$ cat config.mk
export PLATFORM = sky130hd
export DESIGN_NAME = ahb_bus_matrix_arbiter_mi
export DESIGN_NICKNAME = d
export VERILOG_FILES = /design/src/rtl/ahb_bus_matrix_pkg.sv /design/src/rtl/ahb_bus_matrix_rr_pick.sv /design/src/rtl/ahb_bus_matrix_arbiter_mi.sv
export SDC_FILE = /design/constraint.sdc
export NUM_CORES = 1
export LEC_CHECK = 0
export ABC_AREA = 1
export CAP_MARGIN = 20
export CORE_AREA = 2 2 50 52
export CTS_CLUSTER_DIAMETER = 120
export DETAILED_ROUTE_END_ITERATION = 8
export DIE_AREA = 0 0 52 54
export GPL_ROUTABILITY_DRIVEN = 0
export PLACE_DENSITY = 0.85
export SYNTH_ARGS = -nofsm -noshare
export SYNTH_HDL_FRONTEND = slang
export SYNTH_SLANG_ARGS = --single-unit
$ cat constraint.sdc
create_clock -name HCLK -period 4.4 [get_ports HCLK]
set_input_delay 0.66 -clock HCLK [delete_from_list [all_inputs] [get_ports HCLK]]
set_output_delay 0.66 -clock HCLK [all_outputs]
set_load 0.01 [all_outputs]
$ cat src/rtl/ahb_bus_matrix_pkg.sv
// Shared AHB definitions for the bus-matrix: transfer/burst codes,
// the "no input granted" index and a beats-per-burst helper.
package ahb_bus_matrix_pkg;

    localparam int         NUM_IN   = 3;
    localparam logic [1:0] NONE_IDX = 2'b11;

    typedef enum logic [1:0] {
        HTRANS_IDLE   = 2'b00,
        HTRANS_BUSY   = 2'b01,
        HTRANS_NONSEQ = 2'b10,
        HTRANS_SEQ    = 2'b11
    } htrans_t;

    typedef enum logic [2:0] {
        HBURST_SINGLE = 3'b000,
        HBURST_INCR   = 3'b001,
        HBURST_WRAP4  = 3'b010,
        HBURST_INCR4  = 3'b011,
        HBURST_WRAP8  = 3'b100,
        HBURST_INCR8  = 3'b101,
        HBURST_WRAP16 = 3'b110,
        HBURST_INCR16 = 3'b111
    } hburst_t;

    // Fixed-length bursts return their beat count; SINGLE/INCR count as 1.
    function automatic logic [4:0] burst_beats(input logic [2:0] burst);
        case (burst)
            HBURST_WRAP4,  HBURST_INCR4:  burst_beats = 5'd4;
            HBURST_WRAP8,  HBURST_INCR8:  burst_beats = 5'd8;
            HBURST_WRAP16, HBURST_INCR16: burst_beats = 5'd16;
            default:                      burst_beats = 5'd1;
        endcase
    endfunction

endpackage

$ cat src/rtl/ahb_bus_matrix_rr_pick.sv
// Combinational 3-way round-robin picker: the search starts at the input
// after last and wraps, so last itself has lowest priority.
module ahb_bus_matrix_rr_pick #(
    parameter logic [1:0] NONE_IDX = 2'b11
) (
    input  logic [2:0] req,
    input  logic [1:0] last,
    output logic [1:0] idx,
    output logic       none
);

    logic [1:0] p0, p1, p2;

    always_comb begin
        case (last)
            2'd0:    begin p0 = 2'd1; p1 = 2'd2; p2 = 2'd0; end
            2'd1:    begin p0 = 2'd2; p1 = 2'd0; p2 = 2'd1; end
            default: begin p0 = 2'd0; p1 = 2'd1; p2 = 2'd2; end
        endcase
    end

    always_comb begin
        idx  = NONE_IDX;
        none = 1'b1;
        if (req[p0]) begin
            idx  = p0;
            none = 1'b0;
        end else if (req[p1]) begin
            idx  = p1;
            none = 1'b0;
        end else if (req[p2]) begin
            idx  = p2;
            none = 1'b0;
        end
    end

endmodule

$ cat src/rtl/ahb_bus_matrix_arbiter_mi.sv
// Round-robin arbiter for one bus-matrix output port shared by three input
// stages; holds the grant across fixed bursts, INCR bursts and locked sequences.
module ahb_bus_matrix_arbiter_mi
    import ahb_bus_matrix_pkg::*;
#(
    parameter int         NUM_IN   = 3,
    parameter logic [1:0] NONE_IDX = ahb_bus_matrix_pkg::NONE_IDX
) (
    input  logic                  HCLK,
    input  logic                  HRESETn,
    input  logic [NUM_IN-1:0]     req_vec,
    input  logic [2*NUM_IN-1:0]   trans_vec,
    input  logic [3*NUM_IN-1:0]   burst_vec,
    input  logic [NUM_IN-1:0]     mastlock_vec,
    input  logic                  HREADYM,
    output logic [1:0]            addr_in_port,
    output logic                  no_port,
    output logic [NUM_IN-1:0]     active_vec,
    output logic [1:0]            data_in_port,
    output logic                  data_valid
);

    logic [1:0] addr_q, last_q, data_q, addr_next;
    logic       nop_q, dval_q, nop_next;
    logic [3:0] cnt_q, cnt_next;
    logic [2:0] eff_req;
    logic [1:0] pick_idx;
    logic       pick_none;
    htrans_t    g_trans;
    logic [2:0] g_burst;
    logic       g_lock, g_req;
    logic       lock_hold, burst_hold, hold;

    assign eff_req = req_vec & {trans_vec[5], trans_vec[3], trans_vec[1]};

    ahb_bus_matrix_rr_pick #(.NONE_IDX(NONE_IDX)) u_pick (
        .req  (eff_req),
        .last (last_q),
        .idx  (pick_idx),
        .none (pick_none)
    );

    always_comb begin
        g_trans = HTRANS_IDLE;
        g_burst = HBURST_SINGLE;
        g_lock  = 1'b0;
        g_req   = 1'b0;
        case (addr_q)
            2'd0: begin g_trans = htrans_t'(trans_vec[1:0]); g_burst = burst_vec[2:0];
                        g_lock = mastlock_vec[0]; g_req = req_vec[0]; end
            2'd1: begin g_trans = htrans_t'(trans_vec[3:2]); g_burst = burst_vec[5:3];
                        g_lock = mastlock_vec[1]; g_req = req_vec[1]; end
            2'd2: begin g_trans = htrans_t'(trans_vec[5:4]); g_burst = burst_vec[8:6];
                        g_lock = mastlock_vec[2]; g_req = req_vec[2]; end
            default: ;
        endcase
    end

    // Remaining SEQ beats after the transfer accepted this cycle.
    always_comb begin
        cnt_next = cnt_q;
        if (HREADYM && !nop_q) begin
            case (g_trans)
                HTRANS_NONSEQ: cnt_next = 4'(burst_beats(g_burst) - 5'd1);
                HTRANS_IDLE:   cnt_next = 4'd0;
                HTRANS_SEQ:    if (cnt_q != 4'd0) cnt_next = cnt_q - 4'd1;
                default:       ;
            endcase
        end
    end

    // Looking at the post-beat count lets the grant move on the final beat's edge.
    assign lock_hold  = !nop_q && g_lock && g_req;
    assign burst_hold = !nop_q && ((cnt_next != 4'd0) ||
                        (g_burst == HBURST_INCR &&
                         (g_trans == HTRANS_SEQ || g_trans == HTRANS_BUSY)));
    assign hold       = lock_hold || burst_hold;

    always_comb begin
        addr_next = addr_q;
        nop_next  = nop_q;
        if (!hold) begin
            nop_next = pick_none;
            if (!pick_none) addr_next = pick_idx;
        end
    end

    always_ff @(posedge HCLK or negedge HRESETn) begin
        if (!HRESETn) begin
            addr_q <= 2'd0;
            nop_q  <= 1'b1;
            last_q <= 2'd2;
            cnt_q  <= 4'd0;
            data_q <= 2'd0;
            dval_q <= 1'b0;
        end else if (HREADYM) begin
            addr_q <= addr_next;
            nop_q  <= nop_next;
            cnt_q  <= cnt_next;
            data_q <= addr_q;
            dval_q <= !nop_q && g_trans[1];
            if (!hold && !pick_none) last_q <= pick_idx;
        end
    end

    assign addr_in_port = addr_q;
    assign no_port      = nop_q;
    assign data_in_port = data_q;
    assign data_valid   = dval_q;

    always_comb begin
        active_vec = '0;
        if (!nop_q) begin
            case (addr_q)
                2'd0:    active_vec[0] = 1'b1;
                2'd1:    active_vec[1] = 1'b1;
                2'd2:    active_vec[2] = 1'b1;
                default: ;
            endcase
        end
    end

endmodule

# --- Word level (Yosys, flattened, before mapping) ---
# Cells that the tools add are included.
# W data, S select, Z words.
op_classes:
  addsub: 2
  order_cmp: 3
  eq_ne: 13
  muxes: 29
  n_bitwise: 3
  reduce_logical: 24
ops:
  columns: ["operator", "n"]
  rows:
  - ["$pmux W4 S3", 2]
  - ["$mux W4", 4]
  - ["$eq A3 B3 Y1 const B", 4]
  - ["$pmux W2 S2", 3]
  - ["$lt A2 B3 Y1 const B", 3]
  - ["$mux W1", 9]
  - ["$pmux W3 S3", 1]
  - ["$reduce_bool A4 Y1", 2]
  - ["$sub A4 B1 Y4 const B", 2]
  - ["$logic_and A1 B1 Y1", 7]
  - ["$bmux W1 S2", 3]
  - ["$eq A2 B1 Y1 const B", 3]
  - ["$eq A2 B2 Y1 const B", 3]
  - ["$eq A3 B2 Y1 const B", 2]
  - ["$logic_not A2 Y1", 3]
  - ["$mux W2", 3]
  - ["$pmux W1 S3", 2]
  - ["$pmux W2 S3", 1]
  - ["$reduce_or A2 Y1", 3]
  - ["$reduce_and A2 Y1", 2]
  - ["$and A3 B3 Y3", 1]
  - ["$eq A3 B1 Y1 const B", 1]
  - ["$logic_not A1 Y1", 3]
  - ["$logic_or A1 B1 Y1", 3]
  - ["3 further kinds", 4]
word_totals:
  ff_bits: 12
  inputBits: 24
  out_inout_bits: 9
  wordCells: 80

# --- Longest topological paths before layout ---
logic_depth:
  ltp_word: 17
  mapped_depth: 16

# --- Cells and area by module ---
# From an unflattened synthesis, not the netlist that was laid out.
unflattened:
  cells_unflattened: 177
  area_unflattened_um2: 1188.6
by_module_without_submodules:
  columns: ["mod", "instances", "cells_per_inst", "area_per_inst_um2", "seq_area_each_um2"]
  rows:
  - ["ahb_bus_matrix_arbiter_mi", 1, 147, 1046.0, 277.8]
  - ["ahb_bus_matrix_rr_pick", 1, 30, 142.6, 0.0]

# --- Worst setup path after synthesis ---
# Ideal clock, no wire load.
synth_timing:
  kind: "in2reg"
  start: "in HREADYM"
  end: "reg addr_q[1] (netlist: addr_in_port[1])"
  setup_time_ps: 119
  arrival_time_ps: 1645
  required_ps: 4281
  slack_ps: 2636
  stages: 11
  path_buffers: 0
  cell_sequence: "inv_1 -> nor2_1 -> nand2_2 -> inv_2 -> nand3_1 -> o21ai_0 -> nand3_1 -> nand2_2 -> nand3_2 -> nand2_1 -> nand2_1"
synth_via:
  elab_chain_cells: 8
synth_lines:
  columns: ["item", "line", "source"]
  rows:
  - ["start: declaration", "ahb_bus_matrix_arbiter_mi.sv:15", "input logic HREADYM,"]
  - ["$logic_and A1 B1 Y1", "ahb_bus_matrix_arbiter_mi.sv:62", "if (HREADYM && !nop_q) begin"]
  - ["$mux W4", "ahb_bus_matrix_arbiter_mi.sv:62", null]
  - ["$reduce_bool A4 Y1", "ahb_bus_matrix_arbiter_mi.sv:74", "assign burst_hold = !nop_q && ((cnt_next != 4'd0) ||"]
  - ["$logic_or A1 B1 Y1", "ahb_bus_matrix_arbiter_mi.sv:74", null]
  - ["$logic_and A1 B1 Y1", "ahb_bus_matrix_arbiter_mi.sv:74", null]
  - ["$logic_or A1 B1 Y1", "ahb_bus_matrix_arbiter_mi.sv:77", "assign hold = lock_hold || burst_hold;"]
  - ["$not A1 Y1 (no line)", null, null]
  - ["$reduce_and A3 Y1 (no line) *", null, null]
  - ["end signal: assignment", "ahb_bus_matrix_arbiter_mi.sv:97", "addr_q <= addr_next;"]
  - ["end: declaration", "ahb_bus_matrix_arbiter_mi.sv:23", "logic [1:0] addr_q, last_q, data_q, addr_next;"]
# Mark *: on every way between the ends. The rest lies on a longest branch, timed or not.
# A chain may end at the register's enable or synchronous reset.

# --- Final worst setup path ---
layout_timing:
  start: "reg addr_q[0] (netlist: addr_in_port[0])"
  end: "out active_vec[1]"
layout_via:
  elab_chain_cells: 3
layout_lines:
  columns: ["item", "line", "source"]
  rows:
  - ["$eq A2 B1 Y1", "ahb_bus_matrix_arbiter_mi.sv:114", "case (addr_q)"]
  - ["$mux W1", "ahb_bus_matrix_arbiter_mi.sv:114", null]
  - ["$mux W3", "ahb_bus_matrix_arbiter_mi.sv:113", "if (!nop_q) begin"]
  - ["end: declaration", "ahb_bus_matrix_arbiter_mi.sv:18", "output logic [NUM_IN-1:0] active_vec,"]
# No other way between the ends.

==> flow_metrics.tcl <==
set metrics [dict create \
    status "completed" \
    crit_type "reg -> out" \
    placedCellCount 222 \
    htreeDepth 1 \
    setup_viol 0 \
    ctsResizeCount 0 \
    cp-start-kind "flip-flop" \
    r2r-end "addr_in_port[0]$_DFFE_PN0P_" \
    cts_hold_buf 0 \
    die_h_um 54 \
    clk_path_buf_depth 2 \
    crit_required_ns 3.74 \
    ys_warn_count 0 \
    end_kind "output port" \
    slew_viol_final 0 \
    vias 1109 \
    synth_xor_area_share_pct 0 \
    synth_cell_types 25 \
    ctsRootBufferMaster "clkbuf_4" \
    drcViolationCount 0 \
    area_delta_synth_final_pct 35.5 \
    layout-drive-gt1-share_pct 9.18 \
    drt_iter0_drc 31 \
    synth-simple-area-share_pct 51.3 \
    grt_pass1_wl_um 4080 \
    fp-row-count 18 \
    ir_drop_v 0.000450 \
    coreArea_sq_mm 0.00232 \
    postCtsSetupRepairBufs 0 \
    min_period_over_period_pct 56.8 \
    die-area_sq_mm 0.00281 \
    overflow 0 \
    fin_nets 222 \
    timing.rr.start "addr_in_port[0]$_DFFE_PN0P_" \
    synth_fp_nets 188 \
    fillers 233 \
    post_drt_via_cell_ratio 4.91 \
    synth_cells 163 \
    antenna_cells 0 \
    yosys_register_bits 11 \
    worstMarginPinSlew_ns 0.474 \
    utilization_pct 57.8 \
    muxShareOfSynthArea_pct 1.01 \
    grt_pass1_vias 1049 \
    relSlewSlack_pct 68.3 \
    syn_area_sq_um 990 \
    portBuffers 32 \
    syn_area_per_cell_sq_um 6.07 \
    hold_path.class "reg -> reg" \
    power_leakage_nw 0.673 \
    grt_max_degree 15 \
    dp_hpwl_um 1890 \
    setup_tns_ns 0 \
    fin_cells 226 \
    firstDrtPassIters 4 \
    clkTransAtPathRegs_ns 0.06 \
    cts.sinks 11 \
    cts_tree "done" \
    fin_worst_skew_ns 0.00198 \
    fin_crit_ns 2.50 \
    power_density_mw_per_mm2 642 \
    totalWireLength_um 2270 \
    yosysSeqAreaShare_pct 28.1 \
    antenna_found_initial 0 \
    hold_viol 0 \
    grt.total_usage_pct 19.3 \
    cap_violations 0 \
    holdPathStages 2 \
    r2r_cells 13 \
    cp_max_fo 14 \
    clock_latency_ns 0.26 \
    wl_per_cell_um 10.1 \
    cp.arrival_ns 1.84 \
    min_to "last_q[1]$_DFFE_PN1P_" \
    hold_start "last_q[1]$_DFFE_PN1P_" \
    reg2reg_slack_ns 2.28 \
    boundaryPins 33 \
    max_freq_ghz 0.400 \
    die_w_um 52 \
    synth-compound-area-share_pct 7.46 \
    initial_core_util_pct 42.7 \
    yosys.area_share.adder_pct 1.26 \
    rsz0062_at_grt "false" \
    ant_nets 0 \
    synth_top_family_by_area "simple AND/OR/NAND/NOR gates" \
    cts_buffers 3 \
]
synthesized netlist by cell type, drive strengths merged:
cell type	number	share of area, %
dfrtp	9	23
nand2	62	25
mux2i	1	1.0
nor2	19	7.7
dfstp	2	5.3
nand4	3	1.9
nand3b	2	1.5
o221ai	1	0.89
o211ai	1	0.76
buf	2	1.9
o22ai	2	1.3
ha	1	1.3
o21ai	7	3.5
a21oi	2	1.0
inv	19	7.2
clkbuf	1	1.4
nand3	25	14
nor3	3	1.5
clkinv	1	0.38
cell type report:
cell class / instances / area (sq um) / share of cell area [%]
Multi-Input combinational cell: 129 / 604 / 45.1
Timing Repair Buffer: 32 / 320 / 23.9
Sequential cell: 11 / 278 / 20.7
Inverter: 20 / 75.1 / 5.60
Tap cell: 30 / 37.5 / 2.80
Clock buffer: 4 / 26.3 / 1.96
state kept, by name (all words and copies together), names as in the netlist:
register / count
last_q: 1
no_port: 1
data_valid: 1
addr_in_port: 2
data_in_port: 2
cnt_q: 4
cell families after synthesis:
family / Yosys count
AOI/OAI and AO/OA: 13
adders and majority gates: 1
buffers and inverters: 23
DFF: 11
muxes: 1
and+or+nand+nor: 114
worst max-delay path by stage:
stage / start / end / depth (start not counted)
4_1_cts: addr_in_port[0]$_DFFE_PN0P_ / active_vec[1] / 3
6_report: addr_in_port[0]$_DFFE_PN0P_ / active_vec[1] / 3
3_3_place_gp: HREADYM / addr_in_port[0]$_DFFE_PN0P_ / 12
3_5_place_dp: HREADYM / addr_in_port[0]$_DFFE_PN0P_ / 12
5_1_grt: addr_in_port[0]$_DFFE_PN0P_ / active_vec[1] / 3
2_1_floorplan: HREADYM / addr_in_port[1]$_DFFE_PN0P_ / 11
metrics by stage:
stage	hold WS (ns)	setup WS, ns	area, sq um	total power, mW
finish	0.480	1.90	1340	0.861
global route	0.524	1.73	1340	0.966
CTS	0.486	1.89	1340	0.863
detailed placement	0.475	1.82	1320	0.793
global placement	0.476	1.90	1320	0.787
floorplan	0.364	2.64	990	0.629
per-layer routing:
metal	part of all wire [%]	GRT usage, %	vias to the layer above
met5	0	0	-
met4	0	2.63	0
met3	5.6	5.00	0
met2	49	35.2	36
met1	45	23.3	478
li1	-	-	595
report_power, final:
| group | switching, mW | internal, mW | leakage [nW] |
|---|---|---|---|
| combinational | 0.341 | 0.244 | 0.522 |
| clock | 0.0310 | 0.0351 | 0.0150 |
| sequential | 0.0603 | 0.151 | 0.136 |
| total | 0.432 | 0.429 | 0.673 |
layout by cell type, fill, tap and decap left out, types with 3 or more instances in the layout:
master	count
clkbuf_4	3
clkdlybuf4s50_1	32
dfrtp_1	9
inv_1	16
inv_2	3
nand2_1	56
nand2_2	6
nand3_1	23
nand4_1	3
nor2_1	17
nor3_1	3
o21ai_0	6
critical path, stage by stage, from the launching register on:
cell	delay, ns
dfrtp_1	0.62
inv_2	0.16
nor3_1	0.21
clkdlybuf4s50_1	0.58
Power figures use the tool's default switching activity.
